==> src/rtl/vend_controller_if.sv <==
// Signal bundle between the coin/keypad front end, the dispenser mechanics and vend_controller.
// The cancel wire only exists when VEND_CANCEL_EN is defined.
interface vend_controller_if #(
  parameter int CREDIT_W = 5
);
  logic                coin_n;
  logic                coin_d;
  logic                coin_q;
  logic                sel_valid;
  logic [1:0]          sel_id;
  logic                vend_ack;
  logic                change_ack;
`ifdef VEND_CANCEL_EN
  logic                cancel;
`endif
  logic                vend_req;
  logic [1:0]          vend_id;
  logic                change_req;
  logic                coin_reject;
  logic                sel_deny;
  logic [CREDIT_W-1:0] credit;
  logic                busy;

  modport master (
`ifdef VEND_CANCEL_EN
    output cancel,
`endif
    output coin_n, coin_d, coin_q, sel_valid, sel_id, vend_ack, change_ack,
    input  vend_req, vend_id, change_req, coin_reject, sel_deny, credit, busy
  );

  modport slave (
`ifdef VEND_CANCEL_EN
    input  cancel,
`endif
    input  coin_n, coin_d, coin_q, sel_valid, sel_id, vend_ack, change_ack,
    output vend_req, vend_id, change_req, coin_reject, sel_deny, credit, busy
  );
endinterface

==> src/rtl/vend_controller.sv <==
// Credit-and-dispense sequencer: accumulates coin credit, dispenses via req/ack, refunds change in nickels.
// Define VEND_CANCEL_EN to add a cancel input that refunds all credit from ACCEPT.
module vend_controller #(
  parameter int CREDIT_W   = 5,
  parameter int MAX_CREDIT = 20,
  parameter int PRICE0     = 3,
  parameter int PRICE1     = 4,
  parameter int PRICE2     = 5,
  parameter int PRICE3     = 7
) (
  input logic              clk,
  input logic              rstn,
  vend_controller_if.slave bus
);

  localparam int CW1 = CREDIT_W + 1;

  typedef enum logic [1:0] {ACCEPT, VEND, CHANGE} state_t;

  state_t              state, state_nx;
  logic [CREDIT_W-1:0] credit_q, credit_nx;
  logic                vend_req_q, vend_req_nx;
  logic [1:0]          vend_id_q, vend_id_nx;
  logic                change_req_q, change_req_nx;
  logic                coin_reject_q, coin_reject_nx;
  logic                sel_deny_q, sel_deny_nx;
  logic                busy_q;

  logic [1:0]          coin_cnt;
  logic [CW1-1:0]      coin_val;
  logic [CW1-1:0]      credit_sum;
  logic [CREDIT_W-1:0] price;
  logic                cancel_req;

  // Any simultaneous coins are rejected as a group, so only a lone pulse carries a value.
  assign coin_cnt   = {1'b0, bus.coin_n} + {1'b0, bus.coin_d} + {1'b0, bus.coin_q};
  assign credit_sum = {1'b0, credit_q} + coin_val;

`ifdef VEND_CANCEL_EN
  assign cancel_req = bus.cancel;
`else
  assign cancel_req = 1'b0;
`endif

  always_comb begin
    coin_val = '0;
    case ({bus.coin_n, bus.coin_d, bus.coin_q})
      3'b100:  coin_val = CW1'(1);
      3'b010:  coin_val = CW1'(2);
      3'b001:  coin_val = CW1'(5);
      default: coin_val = '0;
    endcase
  end

  always_comb begin
    price = CREDIT_W'(PRICE0);
    case (bus.sel_id)
      2'd0:    price = CREDIT_W'(PRICE0);
      2'd1:    price = CREDIT_W'(PRICE1);
      2'd2:    price = CREDIT_W'(PRICE2);
      default: price = CREDIT_W'(PRICE3);
    endcase
  end

  always_comb begin
    state_nx       = state;
    credit_nx      = credit_q;
    vend_req_nx    = vend_req_q;
    vend_id_nx     = vend_id_q;
    change_req_nx  = change_req_q;
    coin_reject_nx = 1'b0;
    sel_deny_nx    = 1'b0;
    case (state)
      ACCEPT: begin
        if (bus.sel_valid && credit_q >= price) begin
          credit_nx      = credit_q - price;
          vend_id_nx     = bus.sel_id;
          vend_req_nx    = 1'b1;
          state_nx       = VEND;
          coin_reject_nx = (coin_cnt != 2'd0);
        end else if (!bus.sel_valid && cancel_req && credit_q != '0) begin
          change_req_nx  = 1'b1;
          state_nx       = CHANGE;
          coin_reject_nx = (coin_cnt != 2'd0);
        end else begin
          // A refused selection still lets a same-cycle coin through, judged on pre-coin credit.
          sel_deny_nx = bus.sel_valid;
          if (coin_cnt == 2'd1 && credit_sum <= CW1'(MAX_CREDIT))
            credit_nx = credit_sum[CREDIT_W-1:0];
          else if (coin_cnt != 2'd0)
            coin_reject_nx = 1'b1;
        end
      end
      VEND: begin
        coin_reject_nx = (coin_cnt != 2'd0);
        if (bus.vend_ack) begin
          vend_req_nx = 1'b0;
          if (credit_q != '0) begin
            change_req_nx = 1'b1;
            state_nx      = CHANGE;
          end else begin
            state_nx = ACCEPT;
          end
        end
      end
      CHANGE: begin
        coin_reject_nx = (coin_cnt != 2'd0);
        if (change_req_q && bus.change_ack) begin
          if (credit_q != '0)
            credit_nx = credit_q - CREDIT_W'(1);
          if (credit_q <= CREDIT_W'(1)) begin
            change_req_nx = 1'b0;
            state_nx      = ACCEPT;
          end
        end
      end
      default: state_nx = ACCEPT;
    endcase
  end

  always_ff @(posedge clk or negedge rstn) begin
    if (!rstn) begin
      state         <= ACCEPT;
      credit_q      <= '0;
      vend_req_q    <= 1'b0;
      vend_id_q     <= 2'd0;
      change_req_q  <= 1'b0;
      coin_reject_q <= 1'b0;
      sel_deny_q    <= 1'b0;
      busy_q        <= 1'b0;
    end else begin
      state         <= state_nx;
      credit_q      <= credit_nx;
      vend_req_q    <= vend_req_nx;
      vend_id_q     <= vend_id_nx;
      change_req_q  <= change_req_nx;
      coin_reject_q <= coin_reject_nx;
      sel_deny_q    <= sel_deny_nx;
      busy_q        <= (state_nx != ACCEPT);
    end
  end

  assign bus.credit      = credit_q;
  assign bus.vend_req    = vend_req_q;
  assign bus.vend_id     = vend_id_q;
  assign bus.change_req  = change_req_q;
  assign bus.coin_reject = coin_reject_q;
  assign bus.sel_deny    = sel_deny_q;
  assign bus.busy        = busy_q;

endmodule

==> src/flat_wrapper.sv <==
// flat-port wrapper written by rule: the top's interface ports become plain ports
module vend_controller_flat 
#(
  parameter int CREDIT_W   = 5,
  parameter int MAX_CREDIT = 20,
  parameter int PRICE0     = 3,
  parameter int PRICE1     = 4,
  parameter int PRICE2     = 5,
  parameter int PRICE3     = 7
)
  (clk, rstn, bus_coin_n, bus_coin_d, bus_coin_q, bus_sel_valid, bus_sel_id, bus_vend_ack, bus_change_ack, bus_vend_req, bus_vend_id, bus_change_req, bus_coin_reject, bus_sel_deny, bus_credit, bus_busy);
  vend_controller_if #(.CREDIT_W(CREDIT_W)) bus_i ();
  input logic clk;
  input logic rstn;
  input wire logic [$bits(bus_i.coin_n)-1:0] bus_coin_n;
  input wire logic [$bits(bus_i.coin_d)-1:0] bus_coin_d;
  input wire logic [$bits(bus_i.coin_q)-1:0] bus_coin_q;
  input wire logic [$bits(bus_i.sel_valid)-1:0] bus_sel_valid;
  input wire logic [$bits(bus_i.sel_id)-1:0] bus_sel_id;
  input wire logic [$bits(bus_i.vend_ack)-1:0] bus_vend_ack;
  input wire logic [$bits(bus_i.change_ack)-1:0] bus_change_ack;
  output wire logic [$bits(bus_i.vend_req)-1:0] bus_vend_req;
  output wire logic [$bits(bus_i.vend_id)-1:0] bus_vend_id;
  output wire logic [$bits(bus_i.change_req)-1:0] bus_change_req;
  output wire logic [$bits(bus_i.coin_reject)-1:0] bus_coin_reject;
  output wire logic [$bits(bus_i.sel_deny)-1:0] bus_sel_deny;
  output wire logic [$bits(bus_i.credit)-1:0] bus_credit;
  output wire logic [$bits(bus_i.busy)-1:0] bus_busy;
  assign bus_i.coin_n = bus_coin_n;
  assign bus_i.coin_d = bus_coin_d;
  assign bus_i.coin_q = bus_coin_q;
  assign bus_i.sel_valid = bus_sel_valid;
  assign bus_i.sel_id = bus_sel_id;
  assign bus_i.vend_ack = bus_vend_ack;
  assign bus_i.change_ack = bus_change_ack;
  assign bus_vend_req = bus_i.vend_req;
  assign bus_vend_id = bus_i.vend_id;
  assign bus_change_req = bus_i.change_req;
  assign bus_coin_reject = bus_i.coin_reject;
  assign bus_sel_deny = bus_i.sel_deny;
  assign bus_credit = bus_i.credit;
  assign bus_busy = bus_i.busy;
  vend_controller #(.CREDIT_W(CREDIT_W), .MAX_CREDIT(MAX_CREDIT), .PRICE0(PRICE0), .PRICE1(PRICE1), .PRICE2(PRICE2), .PRICE3(PRICE3)) u_core (.clk(clk), .rstn(rstn), .bus(bus_i));
endmodule
==> config.mk <==
export PLATFORM = sky130hd
export DESIGN_NAME = vend_controller_flat
export DESIGN_NICKNAME = d
export VERILOG_FILES = /design/src/rtl/vend_controller_if.sv /design/src/rtl/vend_controller.sv /design/src/flat_wrapper.sv
export SDC_FILE = /design/constraint.sdc
export NUM_CORES = 1
export LEC_CHECK = 0
export ABC_AREA = 1
export BUFFER_PORTS_ARGS = -buffer_cell sky130_fd_sc_hd__buf_2
export CAP_MARGIN = 15
export CORE_MARGIN = 8
export CORE_UTILIZATION = 42
export DETAILED_ROUTE_END_ITERATION = 7
export GPL_TIMING_DRIVEN = 0
export PLACE_DENSITY = 0.64
export SYNTH_ARGS = -nofsm -noshare
export SYNTH_HDL_FRONTEND = slang
export SYNTH_SLANG_ARGS = --single-unit
==> constraint.sdc <==
create_clock -name clk -period 3.3 [get_ports clk]
set_clock_uncertainty 0.1 [all_clocks]
set_input_delay 0.165 -clock clk [delete_from_list [all_inputs] [get_ports clk]]
set_output_delay 0.165 -clock clk [all_outputs]
set_load 0.03 [all_outputs]
# [Yosys cells after proc, flatten, opt, wreduce, memory -nomap -nowiden]
# Cells that the tools add are included.
[op_classes] addsub=5 magnitude_cmp=3 eq_ne=15 n_mux=27 reduce_logical=16
[op_table] cell="$mux W5" count=4
[op_table] cell="$pmux W3 S3" count=2
[op_table] cell="$mux W1" count=11
[op_table] cell="$mux W2" count=5
[op_table] cell="$ne A2 B1 Y1 const B" count=5
[op_table] cell="$pmux W5 S2" count=1
[op_table] cell="$reduce_bool A2 Y1" count=5
[op_table] cell="$add A5 B3 Y6" count=1
[op_table] cell="$eq A2 B1 Y1 const B" count=3
[op_table] cell="$le A6 B5 Y1 const B" count=1
[op_table] cell="$pmux W1 S2" count=3
[op_table] cell="$pmux W2 S3" count=1
[op_table] cell="$ge A5 B3 Y1" count=1
[op_table] cell="$le A5 B1 Y1 const B" count=1
[op_table] cell="$reduce_and A5 Y1" count=1
[op_table] cell="$reduce_bool A5 Y1" count=1
[op_table] cell="$sub A5 B1 Y5 const B" count=1
[op_table] cell="$sub A5 B3 Y5" count=1
[op_table] cell="$eq A2 B2 Y1 const B" count=2
[op_table] cell="$logic_not A2 Y1" count=2
[op_table] cell="$reduce_and A4 Y1" count=1
[op_table] cell="$eq A3 B1 Y1 const B" count=1
[op_table] cell="$eq A3 B2 Y1 const B" count=1
[op_table] cell="$eq A3 B3 Y1 const B" count=1
[op_table] cell="8 further kinds" count=10
[totals] reg_bits=14 in_bits=10 out_inout_bits=12

# [Logic depth before layout (Yosys ltp)]
# Gate-level depths: netlist of run 1.
[logic_depth] word_depth=8 ltp_mapped=18 depth_no_buf=18

# [Least setup slack after synthesis of run 1]
# OpenSTA, ideal clock, no wires.
[synth_path] path_type="register to register" from="register u_core.credit_q[1] (netlist: u_core.bus.credit[1])" to="register u_core.credit_q[4] (netlist: u_core.bus.credit[4])" setup_ns=0.119 arrival_ns=1.957 t_required_ns=3.081 slack_ns=1.124 path_stages_with_launch=15 synth_period_minus_slack_ns=2.176 path_cell_list="dfrtp_1 -> inv_1 -> fa_1 -> inv_1 -> nand3_1 -> nand2_1 -> nand2_1 -> nand2_1 -> inv_1 -> nand2_1 -> nand2_1 -> nand2_4 -> nand2_4 -> nand2_1 -> nand2_1"
[synth_via] elab_chain_cells=5 elab_cells_between_ends=16 cone_classes="add/sub (3); order compare (2); eq/ne (2); mux (5); reduce/logical (4)"
[synth_rtl] item="start: declaration" line_no="vend_controller.sv:21" source="logic [CREDIT_W-1:0] credit_q, credit_nx;"
[synth_rtl] item="start signal: assignment" line_no="vend_controller.sv:133" source="credit_q <= credit_nx;"
[synth_rtl] item="$add A5 B3 Y6" line_no="vend_controller.sv:37" source="assign credit_sum = {1'b0, credit_q} + coin_val;"
[synth_rtl] item="$le A6 B5 Y1" line_no="vend_controller.sv:88" source="if (coin_cnt == 2'd1 && credit_sum <= CW1'(MAX_CREDIT))"
[synth_rtl] item="$logic_and A1 B1 Y1" line_no="vend_controller.sv:88"
[synth_rtl] item="$ne A3 B1 Y1 (no source line)"
[synth_rtl] item="$reduce_and A4 Y1 (no source line)"
# Parallel ways exist; a longest one is shown, timed or not. The select of a mux whose other input is x is not followed.
# A chain may end at the register's enable or synchronous reset.

# [Final worst setup path of run 1]
[layout_path] from="register u_core.credit_q[1] (netlist: u_core.bus.credit[1])" to="register u_core.credit_q[2] (netlist: u_core.bus.credit[2])"
# Same word-level chain as after synthesis.

==> run metrics, run 1 <==
fin crit share=0.692; Die ar.=0.00543 sq mm; Clk network pwr share=0.069; Root Buffer Master=clkbuf_4; site row count=21; ys async rst share=1.00; clock tree sinks=14; setup TNS=0 ns; Leakage=0.937 nW; status=completed; maximum VDD drop=0.393 mV; r2r startpoint=u_core.bus.credit[1]$_DFFE_PN0P_; r2r endpoint=u_core.bus.credit[2]$_DFFE_PN0P_; Psw=0.945 mW; Setup Slack @ Placement=0.978 ns; Logic pwr share=0.728; Routed WL=3140 microns; final setup vio count=0; EDFF count, synth=0; Layout Nets=261; Post-Syn Instances=207; Hold Crit Depth=3; Worst Hold Class=input port to register; number of global-route vias before repair=1209; DRT iter0 DRCs=84; Post-CTS Setup Bufs=0; Slew Limit Headroom=0.777; largest net degree at the start of global routing=15; Slew Limit Fails=0; vias per inst=4.57; hold_buf cts=1; antenna cells=0; DIE WIDTH=73.7 microns; post-CTS sizing=0; CTS tree=done; drc violations=0; clk buf depth=2; Endpoint, Worst Hold=u_core.bus.vend_id[0]$_DFFE_PN0P_; Placed Cells=274; Reg power frac=0.202; WL per Instance=11.3 microns; Die Height=73.7 microns; PD cells=1070 mW/mm^2; unrepaired setup endpoints after global routing=false; Critical Path Fanout Max=6; fillers=367; Sequential Area=350 sq um; ys flop type=dfrtp_1; min cycle time layout=2.28 ns; Final Hold Fails=0; Port Buf Inserts=21; initial core utilization=0.429; FF-to-FF path depth=14; WP data arrival=2.35 ns; Worst Setup Start Kind=register; via count=1275; source of the worst hold timing path=bus_sel_id[0]; # IOs=22; Area Overhead vs Synth=15.0%; initial antenna violation count=0; FF+latch count, synth=14; DP HPWL=2620 microns; Syn. warnings=0; first-pass GRT wire length=5160 microns; total gr overflow=0; Core ar.=0.00326 sq mm; post-synthesis sequential area ratio=0.251; net count after synthesis=234; Avg Inst Size Synth=6.75 sq um; Pint=0.769 mW; post-route ant nets=0; kind of critical path=register to register; routability cong.=0.903; r2r setup slk=1.02 ns; Multi-input gate area=905 sq um; crit path capture type=register; # H-tree levels=1; GRT Total Usage=0.121; switching share of power=0.551; Worst Tran Pin Value=0.335 ns; final worst slack=1.02 ns; number of max-cap violations=0; clock-pin slew on the worst setup and hold paths=0.08 ns; layout cells sized above 1=0.176; Worst EP required=3.37 ns; Max Clk Rate=438 MHz; Cell Area, Synth=0.00140 sq mm; clk_lat worst skew=0.27 ns; cts bufs inserted=3; non-filler cells in the finished layout=279; 1st-pass router iterations=4; Yosys cell types=24
registers in the layout, indices dropped and copies added, names as in the netlist:
register	count
u_core.bus.change_req	1
u_core.bus.credit	5
u_core.bus.vend_req	1
u_core.state	2
u_core.bus.sel_deny	1
u_core.bus.vend_id	2
u_core.bus.busy	1
u_core.bus.coin_reject	1
per-layer routing:
metal,GRT usage,routed length [microns],vias up
li1,-,-,699
met1,0.152,1520,548
met2,0.196,1420,24
met3,0.0409,175,4
met4,0.0222,23,0
met5,0,0,-
final cells by class:
class                      count  share of cell area
buffer                         2              0.0140
clock buffer                   4              0.0226
inverter                      32              0.0748
multi-input combinational    159               0.563
sequential                    14               0.218
tap                           46              0.0358
timing repair buffer          22              0.0717
placed cells by master, fill, tap and decap left out, types with 2 or more instances in the layout:
master    count
nor2_4        2
a21oi_1       5
o21ai_0       4
nand3_1      25
clkbuf_4      3
buf_6         2
or2_1         2
xnor2_1       2
dfrtp_1      14
nand2_1      72
nand2_4       4
inv_1        28
fa_1          3
ha_1         14
o21ai_1       4
buf_2        21
inv_2         4
nor2_1       14
worst max-delay path, cell delays in order, from the launching register on:
cell and delay [ns]:
dfrtp_1 0.53, inv_1 0.18, fa_1 0.50, inv_1 0.07, nand3_1 0.08, nand2_1 0.07
nand2_1 0.05, nand2_1 0.08, inv_1 0.04, nand2_1 0.06, nand2_1 0.10, nand2_4 0.11
nand2_4 0.07, nand2_1 0.07, nand2_1 0.05
cells in the mapped netlist, types with 2 or more instances:
cell type | number | area (sq um)
a21oi_1 | 5 | 25.0
buf_6 | 2 | 22.5
dfrtp_1 | 14 | 350
fa_1 | 3 | 60.1
ha_1 | 14 | 175
inv_1 | 28 | 105
inv_2 | 4 | 15.0
nand2_1 | 72 | 270
nand2_4 | 4 | 45.0
nand3_1 | 25 | 125
nor2_1 | 14 | 52.6
nor2_4 | 2 | 22.5
o21ai_0 | 4 | 20.0
o21ai_1 | 4 | 20.0
or2_1 | 2 | 12.5
xnor2_1 | 2 | 17.5
power groups by stage:
stage | clock (mW) | combinational, mW | sequential (mW)
final | 0.118 | 1.25 | 0.347
after global routing | 0.135 | 1.41 | 0.360
after CTS | 0.124 | 1.25 | 0.348
after detailed placement | 0 | 1.25 | 0.352
after global placement | 0 | 1.24 | 0.351
after floorplan | 0 | 0.844 | 0.473
how the worst max path moves through the flow:
stage | startpoint | to | slack, ns | cells past startpoint
final | u_core.bus.credit[1]$_DFFE_PN0P_ | u_core.bus.credit[2]$_DFFE_PN0P_ | 1.02 | 14
after global routing | u_core.bus.credit[1]$_DFFE_PN0P_ | u_core.bus.credit[0]$_DFFE_PN0P_ | 0.83 | 14
after CTS | u_core.bus.credit[1]$_DFFE_PN0P_ | u_core.bus.credit[0]$_DFFE_PN0P_ | 1.03 | 14
after detailed placement | bus_coin_q | u_core.bus.credit[0]$_DFFE_PN0P_ | 0.98 | 19
after global placement | bus_coin_q | u_core.bus.credit[1]$_DFFE_PN0P_ | 1.03 | 19
after floorplan | u_core.bus.credit[1]$_DFFE_PN0P_ | u_core.bus.credit[4]$_DFFE_PN0P_ | 1.12 | 14
per-stage QoR:
stage / hold slack (ns) / power [mW] / utilization / instance area (sq um)
after floorplan: -0.231 / 1.32 / - / 1400
after global placement: -0.0288 / 1.59 / 0.479 / 1560
after detailed placement: -0.0261 / 1.60 / 0.479 / 1560
after CTS: 0.0669 / 1.73 / 0.493 / 1610
after global routing: 0.0691 / 1.91 / 0.493 / 1610
final: 0.0739 / 1.71 / 0.493 / 1610
cells by family (layout without fill, tap and decap cells):
| kind of cell | count (synthesis) | after routing | synth area share |
|---|---|---|---|
| buffers and inverters | 34 | 60 | 0.102 |
| flip-flops | 14 | 14 | 0.251 |
| AO/OA/AOI/OAI | 15 | 15 | 0.0609 |
| AND/OR/NAND/NOR | 124 | 124 | 0.399 |
| XOR/XNOR | 3 | 3 | 0.0188 |
| adder cells (fa/ha/maj) | 17 | 17 | 0.168 |
No activity file was read; power rests on OpenSTA's default activity.
==> inputs of run 2 (changes only) <==
--- a/config.mk
+++ b/config.mk
@@ -5,14 +5,14 @@
 export SDC_FILE = /design/constraint.sdc
 export NUM_CORES = 1
 export LEC_CHECK = 0
-export ABC_AREA = 1
+export ABC_AREA = 0
 export BUFFER_PORTS_ARGS = -buffer_cell sky130_fd_sc_hd__buf_2
 export CAP_MARGIN = 15
 export CORE_MARGIN = 8
 export CORE_UTILIZATION = 42
 export DETAILED_ROUTE_END_ITERATION = 7
 export GPL_TIMING_DRIVEN = 0
-export PLACE_DENSITY = 0.64
+export PLACE_DENSITY = 0.65
 export SYNTH_ARGS = -nofsm -noshare
 export SYNTH_HDL_FRONTEND = slang
 export SYNTH_SLANG_ARGS = --single-unit
==> constraint.sdc (replaced) <==
create_clock -name clk -period 2.4 [get_ports clk]
set_clock_uncertainty 0.1 [all_clocks]
set_input_delay 0.12 -clock clk [delete_from_list [all_inputs] [get_ports clk]]
set_output_delay 0.12 -clock clk [all_outputs]
set_load 0.03 [all_outputs]
==> run metrics, run 2 <==
Die ar.=0.00490 sq mm (was 0.00543 sq mm); post-synthesis sequential area ratio=0.286 (was 0.251); Synth Area in Adders=0.192 (was 0.168); net count after synthesis=165 (was 234); DP HPWL=2530 microns (was 2620 microns); Compound-Gate Fraction of Synth Area=0.223 (was 0.0609); Routed WL=3440 microns (was 3140 microns); first-pass GRT wire length=5740 microns (was 5160 microns); Area after DPL=0.00139 sq mm (was 0.00156 sq mm); final setup vio count=5 (was 0); top cell family by delay on the critical path=adder cells (was simple AND/OR/NAND/NOR gates); met3 usage=0.0424 (was 0.0409); maximum VDD drop=1.20 mV (was 0.393 mV); crit path capture type=register (unchanged); GRT Total Usage=0.139 (was 0.121); largest cells by area after synthesis=dfrtp_1 29%, ha_1 14%, inv_1 5.5% (was dfrtp_1 25%, nand2_1 19%, ha_1 13%); max reg flops=5 (unchanged); Worst EP required=2.46 ns (was 3.37 ns); WP data arrival=2.78 ns (was 2.35 ns); number of global-route vias before repair=1230 (was 1209); main combinational cell family by area after synthesis=compound AO/OA/AOI/OAI gates (was simple AND/OR/NAND/NOR gates); Yosys cell types=43 (was 24); Post-Syn Instances=138 (was 207); fin crit share=1.13 (was 0.692); min cycle time layout=2.72 ns (was 2.28 ns); DIE WIDTH=70.0 microns (was 73.7 microns); total gr overflow=0 (unchanged); Slew Limit Fails=0 (unchanged); top cells by count, synth=18 x inv_1, 14 x dfrtp_1, 14 x ha_1 (was 72 x nand2_1, 28 x inv_1, 25 x nand3_1); Core ar.=0.00276 sq mm (was 0.00326 sq mm); number of max-cap violations=0 (unchanged); hold slack=0.0147 ns (was 0.0739 ns); PD cells=1440 mW/mm^2 (was 1070 mW/mm^2); leading area contributor after synthesis=dfrtp_1 (unchanged); Slew Limit Headroom=0.687 (was 0.777); Port Buf Inserts=21 (unchanged); EDFF count, synth=0 (unchanged); Tot Pwr=2.27 mW (was 1.71 mW); Cell Area, Synth=0.00123 sq mm (was 0.00140 sq mm); clock-pin slew on the worst setup and hold paths=0.09 ns (was 0.08 ns); final core occ=0.572 (was 0.493); CP peak stage delay=0.56 ns (was 0.53 ns); final design instance area without fill=0.00158 sq mm (was 0.00161 sq mm); Layout Nets=200 (was 261); clk_lat worst skew=0.29 ns (was 0.27 ns); status=complete, but fails checks (was completed); met2 Usage GRT=0.237 (was 0.196); antenna cells=0 (unchanged); simple-gate share of the synthesized area=0.159 (was 0.399); unrepaired setup endpoints after global routing=true (was false); Die Height=70.0 microns (was 73.7 microns); crit-path cells=ha_4 > inv_2 > fa_2 > nand2b_4 > a221o_1 > and4_4 > o31a_1 > nor2_2 > mux2_4 (was inv_1 > fa_1 > inv_1 > nand3_1 > nand2_1 > nand2_1 > nand2_1 > inv_1 > nand2_1 > nand2_1 > nand2_4 > nand2_4 > nand2_1 > nand2_1); DRT iter0 DRCs=47 (was 84); post-synthesis mux area share=0.0347 (was 0); Syn. warnings=0 (unchanged); slowest stage cell, crit path=fa_2 (was dfrtp_1); Max Clk Rate=368 MHz (was 438 MHz); final worst slack=-0.316 ns (was 1.02 ns); Top Usage Layer GRT=met2 (unchanged); vias per inst=5.94 (was 4.57); initial core utilization=0.445 (was 0.429); commonest non-fill, non-tap cell in the layout=buf_2 (was nand2_1); via count=1199 (was 1275); Avg Inst Size Synth=8.89 sq um (was 6.75 sq um); Worst Setup Start Kind=register (unchanged); CTS tree=done (unchanged); Worst Tran Pin Value=0.457 ns (was 0.335 ns); 1st-pass router iterations=4 (unchanged); ys async rst share=1.00 (unchanged); FF+latch count, synth=14 (unchanged); Final Hold Fails=0 (unchanged); cts bufs inserted=3 (unchanged); largest net degree at the start of global routing=15 (unchanged); site row count=19 (was 21); # IOs=22 (unchanged); non-filler cells in the finished layout=202 (was 279); met1 Resource Use GR=0.164 (was 0.152); WP buf/inv=1 (was 3); kind of critical path=register to register (unchanged); Worst Hold Class=input port to register (unchanged); initial antenna violation count=0 (unchanged); clock tree sinks=14 (unchanged); Yosys top cell area share=0.286 (was 0.251); ys flop type=dfrtp_1 (unchanged); post-route ant nets=0 (unchanged); Placed Cells=190 (was 274); WL per Instance=17.0 microns (was 11.3 microns); layout cells sized above 1=0.368 (was 0.176); Root Buffer Master=clkbuf_4 (unchanged); Leakage=0.748 nW (was 0.937 nW); most frequent cells in the layout=23 x buf_2, 15 x inv_1, 12 x dfrtp_1, 10 x ha_1, 9 x nand2_1 (was 72 x nand2_1, 28 x inv_1, 25 x nand3_1, 21 x buf_2); routability cong.=0.927 (was 0.903); xor/xnor share of the synthesized area=0.0357 (was 0.0188); drc violations=0 (unchanged); Area Overhead vs Synth=28.6% (was 15.0%); Critical Path Fanout Max=6 (unchanged); clk buf depth=2 (unchanged); count leader, synth=inv_1 (was nand2_1); failing checks=setup timing; # H-tree levels=1 (unchanged)
[run 2: cell types whose count changed after synthesis, moves of 5 or more]
cell,change
inv_1,-10
nand2_1,-62
nand3_1,-22
nor2_1,-8
o21ai_0,+5
[run 2: worst paths after layout]
kind / slack, ns / startpoint / depth (start not counted) / end
setup / recovery: -0.32 / u_core.bus.credit[0]$_DFFE_PN0P_ / 9 / u_core.bus.credit[1]$_DFFE_PN0P_
hold / removal: 0.01 / bus_sel_valid / 3 / u_core.bus.sel_deny$_DFF_PN0_
setup reg to reg: -0.32 / u_core.bus.credit[0]$_DFFE_PN0P_ / 9 / u_core.bus.credit[1]$_DFFE_PN0P_
hold reg to reg: 0.38 / u_core.bus.vend_id[0]$_DFFE_PN0P_ / 2 / u_core.bus.vend_id[0]$_DFFE_PN0P_
max in group asynchronous: 1.77 / rstn / 2 / u_core.bus.credit[1]$_DFFE_PN0P_
min in group asynchronous: 0.15 / rstn / 2 / u_core.bus.coin_reject$_DFF_PN0_
[run 2: cell type report]
type | instances | area [sq um]
fill | 254 | 1180
multi-input combinational | 102 | 895
sequential | 14 | 353
timing repair buffer | 30 | 179
inverter | 18 | 67.6
tap | 31 | 38.8
clock buffer | 3 | 22.5
buffer | 4 | 21.3
[run 2: power breakdown]
| part | internal (mW) | switching (mW) | total [mW] | leakage, nW |
|---|---|---|---|---|
| registers | 0.352 | 0.0936 | 0.446 | 0.167 |
| logic | 0.722 | 0.967 | 1.69 | 0.567 |
| clock network | 0.0583 | 0.0791 | 0.137 | 0.0138 |
| total | 1.13 | 1.14 | 2.27 | 0.748 |
[run 2: tightest hold or removal path, stage by stage]
cell     delay [ns]
buf_2          0.13
nand2_1        0.06
nor3_1         0.05
[run 2: kinds of logic (layout without fill, tap and decap cells)]
kind of cell,after synthesis,count (layout)
flip-flops,14,14
adder cells (fa/ha/maj),17,17
buffers and inverters,22,55
XOR/XNOR,5,5
multiplexers,4,4
AND/OR/NAND/NOR,37,37
AO/OA/AOI/OAI,39,39
[run 2: through the flow]
| step | setup WS (ns) | setup TNS [ns] |
|---|---|---|
| 2_1_floorplan | -0.314 | -1.04 |
| 3_3_place_gp | -0.469 | -2.07 |
| 3_5_place_dp | -0.536 | -2.40 |
| 4_1_cts | -0.277 | -0.996 |
| 5_1_grt | -0.378 | -1.70 |
| 6_report | -0.316 | -1.34 |
[run 2: timing repair]
action,4_1_cts,5_1_grt
pin swaps,3,4
hold buffers,1,0
resized for setup,9,16
endpoints found under the setup margin,8,8
hold endpoints to repair,14,0
setup buffers,5,3
[run 2: per-layer routing]
metal,vias up,part of all wire
met5,-,0
met4,0,0.0099
met3,6,0.061
met2,50,0.49
met1,580,0.44
li1,563,-
